===== src/rtl/multiword_add_seq.sv =====
// Multi-word adder/subtractor that reuses one 4-bit ripple-carry slice over WORDS cycles.
// The slices are processed least-significant first, and a registered carry links each slice to the next.
module multiword_add_seq #(
    parameter  int unsigned WORDS = 4,
    localparam int unsigned WIDTH = 4 * WORDS
) (
    input  logic             clk,
    input  logic             rst_n,
    input  logic             start,
    input  logic             sub,
    input  logic [WIDTH-1:0] op_a,
    input  logic [WIDTH-1:0] op_b,
    output logic             busy,
    output logic             done,
    output logic [WIDTH-1:0] result,
    output logic             cout,
    output logic             overflow
);

    localparam int unsigned IW = (WORDS > 1) ? $clog2(WORDS) : 1;

    typedef enum logic {IDLE, RUN} state_t;

    state_t           state_q, state_d;
    logic [IW-1:0]    idx_q, idx_d;
    logic             carry_q, carry_d;
    logic [WIDTH-1:0] a_q, a_d;
    logic [WIDTH-1:0] b_q, b_d;
    logic [WIDTH-1:0] result_q, result_d;
    logic             cout_q, cout_d;
    logic             ovf_q, ovf_d;
    logic             done_q, done_d;

    logic [3:0]       slice_a, slice_b;
    logic [4:0]       slice_sum;

    always_ff @(posedge clk or negedge rst_n) begin
        if (!rst_n) begin
            state_q  <= IDLE;
            idx_q    <= '0;
            carry_q  <= 1'b0;
            a_q      <= '0;
            b_q      <= '0;
            result_q <= '0;
            cout_q   <= 1'b0;
            ovf_q    <= 1'b0;
            done_q   <= 1'b0;
        end else begin
            state_q  <= state_d;
            idx_q    <= idx_d;
            carry_q  <= carry_d;
            a_q      <= a_d;
            b_q      <= b_d;
            result_q <= result_d;
            cout_q   <= cout_d;
            ovf_q    <= ovf_d;
            done_q   <= done_d;
        end
    end

    // B is stored already inverted for subtract, so the slice only ever adds.
    always_comb begin
        state_d  = state_q;
        idx_d    = idx_q;
        carry_d  = carry_q;
        a_d      = a_q;
        b_d      = b_q;
        result_d = result_q;
        cout_d   = cout_q;
        ovf_d    = ovf_q;
        done_d   = 1'b0;

        slice_a   = a_q[{idx_q, 2'b00} +: 4];
        slice_b   = b_q[{idx_q, 2'b00} +: 4];
        slice_sum = {1'b0, slice_a} + {1'b0, slice_b} + {4'b0000, carry_q};

        case (state_q)
            IDLE: begin
                if (start) begin
                    a_d      = op_a;
                    b_d      = sub ? ~op_b : op_b;
                    carry_d  = sub;
                    idx_d    = '0;
                    result_d = '0;
                    state_d  = RUN;
                end
            end
            RUN: begin
                result_d[{idx_q, 2'b00} +: 4] = slice_sum[3:0];
                carry_d = slice_sum[4];
                idx_d   = idx_q + 1'b1;
                if (idx_q == IW'(WORDS - 1)) begin
                    cout_d  = slice_sum[4];
                    ovf_d   = (a_q[WIDTH-1] == b_q[WIDTH-1]) && (slice_sum[3] != a_q[WIDTH-1]);
                    done_d  = 1'b1;
                    idx_d   = '0;
                    state_d = IDLE;
                end
            end
            default: state_d = IDLE;
        endcase
    end

    assign busy     = (state_q == RUN);
    assign done     = done_q;
    assign result   = result_q;
    assign cout     = cout_q;
    assign overflow = ovf_q;

endmodule


===== config.mk =====
export PLATFORM = sky130hd
export DESIGN_NAME = multiword_add_seq
export DESIGN_NICKNAME = d
export VERILOG_FILES = /design/src/rtl/multiword_add_seq.sv
export SDC_FILE = /design/constraint.sdc
export NUM_CORES = 1
export LEC_CHECK = 0
export CAP_MARGIN = 15
export CORE_MARGIN = 3
export CORE_UTILIZATION = 42
export DETAILED_ROUTE_END_ITERATION = 10
export PLACE_DENSITY = 0.75
export RECOVER_POWER = 100
export SLEW_MARGIN = 20
export SYNTH_ARGS = -nofsm -noshare
export SYNTH_HDL_FRONTEND = slang
export SYNTH_SLANG_ARGS = --single-unit

===== constraint.sdc =====
create_clock -name clk -period 3 [get_ports clk]
set_clock_uncertainty 0.2 [all_clocks]
set_input_delay 0.6 -clock clk [delete_from_list [all_inputs] [get_ports clk]]
set_output_delay 0.6 -clock clk [all_outputs]
set_load 0.03 [all_outputs]

==> results of run 1 <==
[power groups by stage]
stage | Clock [µW] | Combinational [µW] | Sequential, µW
2_1_floorplan | 0 | 1380 | 1400
3_3_place_gp | 0 | 2050 | 1300
3_5_place_dp | 0 | 2120 | 1320
4_1_cts | 412 | 2130 | 1310
5_1_grt | 442 | 2210 | 1340
6_report | 397 | 2020 | 1290
[cell usage after synthesis (all sizes together)]
cell,count
o21ai,21
and3,2
xnor2,19
and2,1
a211o,1
clkbuf,1
nand3,5
nor2b,1
a21oi,7
mux4,8
a21boi,1
fa,2
nand2b,1
a211oi,1
dfrtp,55
a22o,13
ha,7
a21o,1
and2b,2
nor4b,2
inv,4
xor2,1
nand2,73
buf,11
nand4,1
nor2,8
[state kept, by name, summed over array words and instances (netlist names)]
signal	cells
a_q	16
b_q	16
busy	1
carry_q	1
cout	1
done	1
idx_q	2
overflow	1
result	16
[area by class of cell]
class | instances | share of cell area
timing repair buffer | 61 | 0.174
tap | 75 | 0.0280
multi-input combinational | 178 | 0.357
inverter | 4 | 0.00449
clock inverter | 3 | 0.00449
clock buffer | 5 | 0.0206
sequential | 55 | 0.411
[worst register-to-register path: cells and delay by family, from the launching register on]
kind,cells,cell delay [ns]
and+or+nand+nor,2,0.17
muxes,1,0.40
adders and majority gates,2,0.90
DFF,1,0.65
AOI/OAI and AO/OA,2,0.25
[path summary, 6_finish.rpt]
| check | slack, ns | from | depth (start not counted) | endpoint |
|---|---|---|---|---|
| max | 0.28 | idx_q[1]$_DFFE_PN0P_ | 7 | carry_q$_DFFE_PN0P_ |
| min | 0.28 | a_q[12]$_DFFE_PN0P_ | 2 | a_q[12]$_DFFE_PN0P_ |
| max reg2reg | 0.28 | idx_q[1]$_DFFE_PN0P_ | 7 | carry_q$_DFFE_PN0P_ |
| min reg2reg | 0.28 | a_q[12]$_DFFE_PN0P_ | 2 | a_q[12]$_DFFE_PN0P_ |
| max in group asynchronous | 0.85 | rst_n | 2 | a_q[6]$_DFFE_PN0P_ |
| min in group asynchronous | 0.40 | rst_n | 1 | result[13]$_DFFE_PN0P_ |
[kinds of logic after synthesis]
logic type                 after synthesis  share of synthesized area
DFF                                     55                      0.514
buffers and inverters                   16                     0.0341
adders and majority gates                9                     0.0476
muxes                                    8                     0.0672
and+or+nand+nor                         96                      0.159
AOI/OAI and AO/OA                       45                      0.113
xor gates and xnor gates                20                     0.0654
[stage by stage]
stage               cell area [µm²]  hold WS (ns)  instances  power, µW  setup WS [ns]
floorplan                      2680         0.104        249       2790          0.268
global placement               3300         0.257        373       3350          0.412
detailed placement             3300         0.262        373       3440          0.320
CTS                            3380         0.115        381       3850          0.280
global route                   3350         0.312        381       3990          0.186
finish                         3350         0.281        381       3710          0.276
[metal layers]
| metal | track usage | wire [µm] | share of wire |
|---|---|---|---|
| met1 | 0.208 | 2360 | 0.43 |
| met5 | 0 | 0 | 0 |
| met4 | 0.0475 | 33 | 0.0060 |
| met3 | 0.0259 | 247 | 0.045 |
| met2 | 0.270 | 2860 | 0.52 |
==> impl_metrics.env, run 1 <==
export IMPL_die_h_um=85.9
export IMPL_rsz0062_at_grt="no"
export IMPL_ant_nets=0
export IMPL_ios=56
export IMPL_ys_types=35
export IMPL_portBuffers=55
export IMPL_yosysTopAreaCell="dfrtp_1"
export IMPL_final_common_cell="nand2_1"
export IMPL_numCtsBuffers=5
export IMPL_core_area_mm2=0.00606
export IMPL_die_area_mm2=0.00738
export IMPL_clk_pin_slew_ns=0.10
export IMPL_insertion_delay_ns=0.31
export IMPL_setup_violations=0
export IMPL_grt_pass1_wl_mm=9.17
export IMPL_grt_use_total=0.159
export IMPL_crit_path_max_incr_delay_ns=0.65
export IMPL_cp_arrival_ns=2.70
export IMPL_die_width_um=85.9
export IMPL_antennaDiodeCount=0
export IMPL_seq_area_mm2=0.00138
export IMPL_grt_ovfl_total=0
export IMPL_synth_seq_cells=55
export IMPL_relSlewSlack=0.0498
export IMPL_cts_sinks=55
export IMPL_grt_pass1_vias=1944
export IMPL_start_util=0.442
export IMPL_final_nets=350
export IMPL_detail_route_vias_per_cell=5.06
export IMPL_cp_max_fo=12
export IMPL_rows=28
export IMPL_p_clk_frac=0.107
export IMPL_yosysWarnings=0
export IMPL_synth_area_leaders="dfrtp_1 (51%), nand2_1 (10%), mux4_2 (6.7%), xnor2_1 (6.2%), a22o_1 (4.2%)"
export IMPL_finalCritPeriodShare=0.908
export IMPL_worstSetupPathType="reg2reg"
export IMPL_vias=1929
export IMPL_hpwl_mm=4.28
export IMPL_wl_per_cell_um=14.4
export IMPL_p_int_uw=2090
export IMPL_static_leakage_power_uw=0.00159
export IMPL_fillers=558
export IMPL_ir_drop_mv=0.591
export IMPL_ctsHtreeMaxLevel=2
export IMPL_slew_violations=0
export IMPL_wl_mm=5.50
export IMPL_multi_input_area_mm2=0.00119
export IMPL_holdCritPathClass="reg2reg"
export IMPL_place_gp_congestion=0.874
export IMPL_layout_drive_gt1_share=0.0882
export IMPL_syn_nets=294
export IMPL_start_kind="register"
export IMPL_antenna_found_initial=0
export IMPL_cts_tree="done"
export IMPL_firstDrtPassIters=4
export IMPL_fin_crit_ns=2.72
export IMPL_grt_max_degree=49
export IMPL_ys_seq_area_frac=0.514
export IMPL_final_util=0.552
export IMPL_power_density_mw_per_mm2=1110
export IMPL_crit_chain="mux4_2 > fa_1 > fa_1 > a21oi_1 > nor2_1 > nor2_1 > a21oi_1"
export IMPL_final_cell_mix="nand2_1 (73), dfrtp_1 (55), clkdlybuf4s50_1 (33), o21ai_0 (21), dlygate4sd3_1 (21)"
export IMPL_drc=0
export IMPL_syn_area_mm2=0.00268
export IMPL_synthCells=249
export IMPL_root_buffer="clkbuf_8"
export IMPL_drt_iter0_markers=73
export IMPL_end_kind="register"
export IMPL_share_comb_of_total_power=0.544
export IMPL_cts_resized=0
export IMPL_seqPwrFrac=0.349
export IMPL_crit_family="adder cells"
export IMPL_syn_to_final_growth_pct=24.8
export IMPL_clk_path_buf_depth=2
export IMPL_max_cap_violations=0
export IMPL_switchingPower_uw=1610
export IMPL_netSwitchingFraction=0.435
export IMPL_worstPathRequired_ns=2.97
export IMPL_worstMarginPinSlew_ns=1.43
export IMPL_worstPathBufferInverterCount=0
export IMPL_post_cts_buffers=0
export IMPL_status="complete, no violations"
export IMPL_synth_top_area_share=0.514
export IMPL_syn_avg_cell_area_um2=10.8
export IMPL_cts_hold_buf=0
export IMPL_timing_fmax_ghz=0.367
export IMPL_fin_setup_tns_ns=0
export IMPL_hold_viol=0
export IMPL_cp_slowest_cell="dfrtp_1"
Power figures use the tool's default switching activity.
==> run 2: changes to the inputs <==
CAP_MARGIN = 20   (was 15)
==> results of run 2 <==
Final layout, timing and power as in run 1 (identical DEF).
